--- src/rtl/rv32_pkg.sv ---
// Shared RV32 definitions used by the execution units.
// Contents:
//   FUNCT3_*   M-extension funct3 codes for the multiply group
//   MUL_*      operand signedness encodings understood by shift_add_multiplier
//   mul_dec_t  decoded multiply op (multiplier type + which product half)
//   decode_funct3  funct3 -> mul_dec_t
package rv32_pkg;

  localparam logic [2:0] FUNCT3_MUL    = 3'b000;
  localparam logic [2:0] FUNCT3_MULH   = 3'b001;
  localparam logic [2:0] FUNCT3_MULHSU = 3'b010;
  localparam logic [2:0] FUNCT3_MULHU  = 3'b011;

  localparam logic [1:0] MUL_UU = 2'b00;
  localparam logic [1:0] MUL_SS = 2'b01;
  localparam logic [1:0] MUL_SU = 2'b10;

  typedef struct packed {
    logic [1:0] mul_type;
    logic       hi_sel;
  } mul_dec_t;

  // MUL runs as unsigned: the low half of the product does not depend on
  // operand signedness, so no correction term is needed.
  function automatic mul_dec_t decode_funct3(input logic [2:0] funct3);
    mul_dec_t dec;
    dec.mul_type = MUL_UU;
    dec.hi_sel   = 1'b0;
    case (funct3)
      FUNCT3_MULH: begin
        dec.mul_type = MUL_SS;
        dec.hi_sel   = 1'b1;
      end
      FUNCT3_MULHSU: begin
        dec.mul_type = MUL_SU;
        dec.hi_sel   = 1'b1;
      end
      FUNCT3_MULHU: begin
        dec.mul_type = MUL_UU;
        dec.hi_sel   = 1'b1;
      end
      default: ;
    endcase
    return dec;
  endfunction

endpackage

--- src/rtl/shift_add_multiplier.sv ---
// Iterative shift-and-add multiplier.
// Ports:
//   clk_i, rst_i   clock, synchronous active-high reset
//   start_i        sampled in IDLE to begin; held low in DONE to release
//   a_i, b_i       operands, must stay stable until done_o
//   mul_type_i     MUL_UU / MUL_SS / MUL_SU signedness of (a, b)
//   done_o         high while the product is available
//   p_o            full 2*OPERAND_WIDTH product (combinational in mul_type_i)
// Latency: start sampled at cycle t gives done_o at t + 2*OPERAND_WIDTH + 1.
module shift_add_multiplier
  import rv32_pkg::*;
#(
  parameter int OPERAND_WIDTH = 32
) (
  input  logic                         clk_i,
  input  logic                         rst_i,
  input  logic                         start_i,
  input  logic [OPERAND_WIDTH-1:0]     a_i,
  input  logic [OPERAND_WIDTH-1:0]     b_i,
  input  logic [1:0]                   mul_type_i,
  output logic                         done_o,
  output logic [2*OPERAND_WIDTH-1:0]   p_o
);

  localparam int W  = OPERAND_WIDTH;
  localparam int CW = $clog2(2 * W);

  typedef enum logic [1:0] {M_IDLE, M_RUN, M_DONE} mstate_e;

  mstate_e        state_q, state_d;
  logic [CW-1:0]  cnt_q, cnt_d;
  logic [2*W-1:0] acc_q, acc_d;
  logic [2*W-1:0] mcand_q, mcand_d;
  logic [W-1:0]   mplier_q, mplier_d;
  logic [2*W-1:0] corrA, corrB;

  always_ff @(posedge clk_i) begin
    if (rst_i) begin
      state_q  <= M_IDLE;
      cnt_q    <= '0;
      acc_q    <= '0;
      mcand_q  <= '0;
      mplier_q <= '0;
    end else begin
      state_q  <= state_d;
      cnt_q    <= cnt_d;
      acc_q    <= acc_d;
      mcand_q  <= mcand_d;
      mplier_q <= mplier_d;
    end
  end

  // Each multiplier bit takes two cycles: an even cycle conditionally adds
  // the shifted multiplicand, the following odd cycle shifts.
  always_comb begin
    state_d  = state_q;
    cnt_d    = cnt_q;
    acc_d    = acc_q;
    mcand_d  = mcand_q;
    mplier_d = mplier_q;
    case (state_q)
      M_IDLE: begin
        if (start_i) begin
          state_d  = M_RUN;
          cnt_d    = '0;
          acc_d    = '0;
          mcand_d  = {{W{1'b0}}, a_i};
          mplier_d = b_i;
        end
      end
      M_RUN: begin
        if (!cnt_q[0]) begin
          if (mplier_q[0]) acc_d = acc_q + mcand_q;
        end else begin
          mcand_d  = mcand_q << 1;
          mplier_d = mplier_q >> 1;
        end
        cnt_d = cnt_q + CW'(1);
        if (cnt_q == CW'(2 * W - 1)) state_d = M_DONE;
      end
      M_DONE: begin
        if (!start_i) state_d = M_IDLE;
      end
      default: state_d = M_IDLE;
    endcase
  end

  // The accumulator holds the unsigned product; a negative operand in two's
  // complement is worth its unsigned value minus 2^W, so subtract the other
  // operand shifted by W for each operand treated as signed.
  always_comb begin
    corrA = '0;
    corrB = '0;
    if (a_i[W-1] && (mul_type_i == MUL_SS || mul_type_i == MUL_SU))
      corrA = {b_i, {W{1'b0}}};
    if (b_i[W-1] && mul_type_i == MUL_SS)
      corrB = {a_i, {W{1'b0}}};
  end

  assign p_o    = acc_q - corrA - corrB;
  assign done_o = (state_q == M_DONE);

endmodule

--- src/rtl/mul_fu.sv ---
// RV32M multiply functional unit: accepts one MUL/MULH/MULHSU/MULHU op at a
// time, runs it on the iterative multiplier and holds the result for the CDB.
// Ports:
//   clk_i, rst_i        clock, synchronous active-high reset
//   flush_i             squash the current op; nothing is broadcast for it
//   issue_valid_i/_ready_o, issue_funct3_i, issue_rs1_i, issue_rs2_i,
//   issue_tag_i         issue handshake and operands from the reservation station
//   cdb_req_o, cdb_grant_i, cdb_tag_o, cdb_data_o
//                       result request / grant to the CDB arbiter
module mul_fu
  import rv32_pkg::*;
#(
  parameter int XLEN      = 32,
  parameter int ROB_IDX_W = 5
) (
  input  logic                 clk_i,
  input  logic                 rst_i,
  input  logic                 flush_i,
  input  logic                 issue_valid_i,
  output logic                 issue_ready_o,
  input  logic [2:0]           issue_funct3_i,
  input  logic [XLEN-1:0]      issue_rs1_i,
  input  logic [XLEN-1:0]      issue_rs2_i,
  input  logic [ROB_IDX_W-1:0] issue_tag_i,
  output logic                 cdb_req_o,
  input  logic                 cdb_grant_i,
  output logic [ROB_IDX_W-1:0] cdb_tag_o,
  output logic [XLEN-1:0]      cdb_data_o
);

  typedef enum logic [1:0] {IDLE, BUSY, RESULT, DRAIN} fu_state_e;

  fu_state_e              state_q, state_d;
  logic [XLEN-1:0]        rs1_q, rs1_d, rs2_q, rs2_d;
  logic [ROB_IDX_W-1:0]   tag_q, tag_d;
  logic [1:0]             type_q, type_d;
  logic                   hi_q, hi_d;
  logic                   start_q, start_d;
  logic [XLEN-1:0]        data_q, data_d;
  logic [ROB_IDX_W-1:0]   cdb_tag_q, cdb_tag_d;

  logic                   accept;
  logic                   mulDone;
  logic [2*XLEN-1:0]      mulProd;
  mul_dec_t               dec;

  assign dec           = decode_funct3(issue_funct3_i);
  assign issue_ready_o = (state_q == IDLE) && !flush_i;
  assign accept        = issue_valid_i && issue_ready_o;
  assign cdb_req_o     = (state_q == RESULT);
  assign cdb_tag_o     = cdb_tag_q;
  assign cdb_data_o    = data_q;

  always_ff @(posedge clk_i) begin
    if (rst_i) begin
      state_q   <= IDLE;
      rs1_q     <= '0;
      rs2_q     <= '0;
      tag_q     <= '0;
      type_q    <= MUL_UU;
      hi_q      <= 1'b0;
      start_q   <= 1'b0;
      data_q    <= '0;
      cdb_tag_q <= '0;
    end else begin
      state_q   <= state_d;
      rs1_q     <= rs1_d;
      rs2_q     <= rs2_d;
      tag_q     <= tag_d;
      type_q    <= type_d;
      hi_q      <= hi_d;
      start_q   <= start_d;
      data_q    <= data_d;
      cdb_tag_q <= cdb_tag_d;
    end
  end

  // DRAIN leaves on done even if flush is still asserted: the multiplier
  // shows done for only one cycle once start is low, so waiting for flush
  // to drop as well could strand the unit.
  always_comb begin
    state_d   = state_q;
    rs1_d     = rs1_q;
    rs2_d     = rs2_q;
    tag_d     = tag_q;
    type_d    = type_q;
    hi_d      = hi_q;
    data_d    = data_q;
    cdb_tag_d = cdb_tag_q;
    case (state_q)
      IDLE: begin
        if (accept) begin
          rs1_d   = issue_rs1_i;
          rs2_d   = issue_rs2_i;
          tag_d   = issue_tag_i;
          type_d  = dec.mul_type;
          hi_d    = dec.hi_sel;
          state_d = BUSY;
        end
      end
      BUSY: begin
        if (flush_i) begin
          state_d = DRAIN;
        end else if (mulDone) begin
          data_d    = hi_q ? mulProd[2*XLEN-1:XLEN] : mulProd[XLEN-1:0];
          cdb_tag_d = tag_q;
          state_d   = RESULT;
        end
      end
      RESULT: begin
        if (flush_i || cdb_grant_i) state_d = IDLE;
      end
      DRAIN: begin
        if (mulDone) state_d = IDLE;
      end
      default: state_d = IDLE;
    endcase
    // Registering start off the next state makes it rise together with BUSY
    // and fall the cycle after done, releasing the multiplier back to IDLE.
    start_d = (state_d == BUSY);
  end

  shift_add_multiplier #(
    .OPERAND_WIDTH(XLEN)
  ) u_mult (
    .clk_i      (clk_i),
    .rst_i      (rst_i),
    .start_i    (start_q),
    .a_i        (rs1_q),
    .b_i        (rs2_q),
    .mul_type_i (type_q),
    .done_o     (mulDone),
    .p_o        (mulProd)
  );

endmodule
--- config.mk ---
export PLATFORM = sky130hd
export DESIGN_NAME = mul_fu
export DESIGN_NICKNAME = d
export VERILOG_FILES = /design/src/rtl/rv32_pkg.sv /design/src/rtl/shift_add_multiplier.sv /design/src/rtl/mul_fu.sv
export SDC_FILE = /design/constraint.sdc
export NUM_CORES = 1
export LEC_CHECK = 0
export ABC_AREA = 1
export BUFFER_PORTS_ARGS = -buffer_cell sky130_fd_sc_hd__buf_4
export CAP_MARGIN = 20
export CORE_ASPECT_RATIO = 1.2
export CORE_MARGIN = 3
export CORE_UTILIZATION = 50
export CTS_CLUSTER_DIAMETER = 60
export CTS_CLUSTER_SIZE = 16
export DETAILED_ROUTE_END_ITERATION = 7
export PLACE_DENSITY = 0.7
export SLEW_MARGIN = 20
export SYNTH_ARGS = -nofsm -noshare
export SYNTH_HDL_FRONTEND = slang
export SYNTH_SLANG_ARGS = --single-unit
--- constraint.sdc ---
create_clock -name clk_i -period 6.59 [get_ports clk_i]
set_input_delay 0.3295 -clock clk_i [delete_from_list [all_inputs] [get_ports clk_i]]
set_output_delay 0.3295 -clock clk_i [all_outputs]
set_load 0.1 [all_outputs]
==> results.json <==
{
  "max_freq_ghz": 0.238,
  "cts_setup_buffers": 0,
  "synth_area_um2": 20000,
  "dp_hpwl_um": 58400,
  "final-seq-area_um2": 5610,
  "synth_enable_flop_cells": 0,
  "clk_pin_slew_ns": 0.07,
  "post-route-min-period_ns": 4.20,
  "critPathMaxStageDelay_ns": 0.75,
  "wl_per_cell_um": 19.0,
  "end_kind": "register",
  "die_y_um": 225,
  "leakagePower_nw": 11.1,
  "initial_core_util": 0.511,
  "critPathTopFamily": "buffers and inverters",
  "cp_common_cell": "buf_4",
  "cts-buffers-inserted": 31,
  "htreeDepth": 1,
  "multi_input_area_um2": 11700,
  "cp.arrival_ns": 4.66,
  "area_growth_pct": 11.3,
  "ys_top_cells_by_count": "nand2_1, inv_1, a21oi_1",
  "yosysSeqAreaShare": 0.280,
  "hold_slack_ns": 0.0141,
  "cp_max_fo": 93,
  "layout.nets": 3543,
  "status": "complete, no violations",
  "cts_tree": "done",
  "worstSetupStartpointType": "register",
  "syn_nets": 3490,
  "wl_um": 74000,
  "cellPowerDensity_nw_per_um2": 200,
  "drive_gt1_frac": 0.0944,
  "antenna_found_initial": 0,
  "vias": 21127,
  "fillCellCount": 4101,
  "synth_most_common_cell": "nand2_1",
  "relSlewSlack": 0.335,
  "peakVddDrop_uv": 216,
  "io_buffer_count": 115,
  "core-area_um2": 39100,
  "clk_path_buf_depth": 3,
  "ys.flop_type": "dfxtp_1",
  "yosys-top-cells-area": "dfxtp_1, nand2_1, inv_1",
  "synth_top_area_cell": "dfxtp_1",
  "crit_path_cell_trace": "inv_1 > nand2_2 > buf_4 > clkinv_2 > a21oi_4 > buf_4 > inv_4 > buf_4 > o21ai_0 > a31oi_1",
  "insertion_delay_ns": 0.62,
  "drtIter0Drc": 1622,
  "async_flop_share": 0,
  "rsz0062_at_grt": "false",
  "slowest_stage": "clkinv_2",
  "overflow": 0,
  "synth_cell_types": 47,
  "critPathRequiredTime_ns": 7.04,
  "dieArea_um2": 42500,
  "setup_tns_ns": 0,
  "grt_pass1_wl_um": 112000,
  "tightest_slew_ns": 0.998,
  "grt_usage": 0.339,
  "hold_violations": 0,
  "gp_congestion": 1.04,
  "ioPinCount": 116,
  "rows": 79,
  "die_w_um": 189,
  "crit_buf_inv": 6,
  "fin_skew_ns": 0.0442,
  "grt_pass1_vias": 19807,
  "period_share": 0.638,
  "path_class": "reg2reg",
  "finalSetupViolCount": 0,
  "netlist.area_leader.share": 0.280,
  "drcViolationCount": 0,
  "syn_avg_cell_area_um2": 6.10,
  "hold_class": "in2reg",
  "drt_pass1_iterations": 6,
  "syn_inst": 3284,
  "antenna_cells": 0,
  "grt_max_degree": 97,
  "cts-root-buf": "clkbuf_16",
  "slew_violations": 0,
  "ys_ff_latch": 280,
  "drv_cap": 0,
  "cts_sinks": 280,
  "detail-route-antenna-nets": 0,
  "cts_resized": 0,
  "yosysWarningCount": 0,
  "vias_per_cell": 5.44
}
-- kinds of logic (layout without fill, tap and decap cells) --
| group | Yosys count | in the layout | share of synthesized area |
|---|---|---|---|
| AO/OA/AOI/OAI | 624 | 624 | 0.164 |
| XOR/XNOR | 18 | 18 | 0.00788 |
| flip-flops | 280 | 280 | 0.280 |
| AND/OR/NAND/NOR | 1525 | 1525 | 0.320 |
| buffers and inverters | 708 | 782 | 0.135 |
| adder cells (fa/ha/maj) | 129 | 129 | 0.0926 |
-- final timing paths --
check	start	endpoint	slack (ns)	cells after the start
worst max-delay path	u_mult.state_q[1]$_SDFFE_PP0P_	u_mult.mcand_q[3]$_SDFFE_PP0P_	2.39	10
worst min-delay path	issue_rs1_i[21]	rs1_q[21]$_SDFFE_PP0P_	0.01	3
worst max register to register	u_mult.state_q[1]$_SDFFE_PP0P_	u_mult.mcand_q[3]$_SDFFE_PP0P_	2.39	10
worst min register to register	tag_q[3]$_SDFFE_PP0P_	tag_q[3]$_SDFFE_PP0P_	0.46	2
-- cell type report --
class / instances / area share
repair buffers: 134 / 0.0459
flip-flops and latches: 280 / 0.252
well taps: 526 / 0.0295
inverters: 594 / 0.100
clock inverters: 21 / 0.0109
clock buffers: 33 / 0.0356
multi-input cells: 2296 / 0.526
-- layout by cell type, fill, tap and decap left out, types with 43 or more instances in the layout --
master   netlist  final
o21ai_0      208    208
ha_1          97     97
nand2_1      978    974
inv_1        575    574
nand2_2       40     43
a31oi_1       63     63
nand3_1      130    130
a21oi_1      305    305
nor2_1       261    261
buf_4          6    127
dfxtp_1      280    279
-- what timing repair did --
item                                   in CTS  in global routing
hold buffers                                7                  0
endpoints found under the hold margin       7                  0
setup endpoints to repair                   0                  0
-- per-stage QoR --
step | total power, W | instances | util | area (um2) | setup slack, ns
2_1_floorplan | 0.00244 | 3284 | - | 20000 | 3.59
3_3_place_gp | 0.00269 | 3823 | 0.541 | 21200 | 2.28
3_5_place_dp | 0.00270 | 3823 | 0.541 | 21200 | 2.28
4_1_cts | 0.00446 | 3884 | 0.569 | 22300 | 2.26
5_1_grt | 0.00463 | 3884 | 0.569 | 22300 | 2.11
6_report | 0.00446 | 3884 | 0.569 | 22300 | 2.39
-- worst register-to-register path: stages, from the launching register on --
cell	delay [ns]
dfxtp_1	0.33
inv_1	0.07
nand2_2	0.06
buf_4	0.60
clkinv_2	0.76
a21oi_4	0.34
buf_4	0.51
inv_4	0.40
buf_4	0.47
o21ai_0	0.43
a31oi_1	0.07
-- per-layer routing --
metal	routed length, um	vias to the layer above	track usage
met4	4590	0	0.175
met2	34100	799	0.575
met1	30300	9782	0.426
met5	0	-	0
met3	4990	161	0.0390
li1	-	10385	-
-- report_power, final --
part | internal [W] | switching (W)
clock | 0.000918 | 0.000852
combinational | 0.000242 | 0.000540
sequential | 0.00181 | 0.0000967
total | 0.00297 | 0.00149
-- sequential cells by signal (all words and copies together) (netlist names), 2 cells and up --
register / count
u_mult.mplier_q: 32
tag_q: 5
u_mult.state_q: 2
type_q: 2
rs1_q: 32
u_mult.mcand_q: 64
cdb_tag_o: 5
state_q: 2
u_mult.acc_q: 64
cdb_data_o: 32
rs2_q: 32
u_mult.cnt_q: 6
No activity file was read; power rests on OpenSTA's default activity.
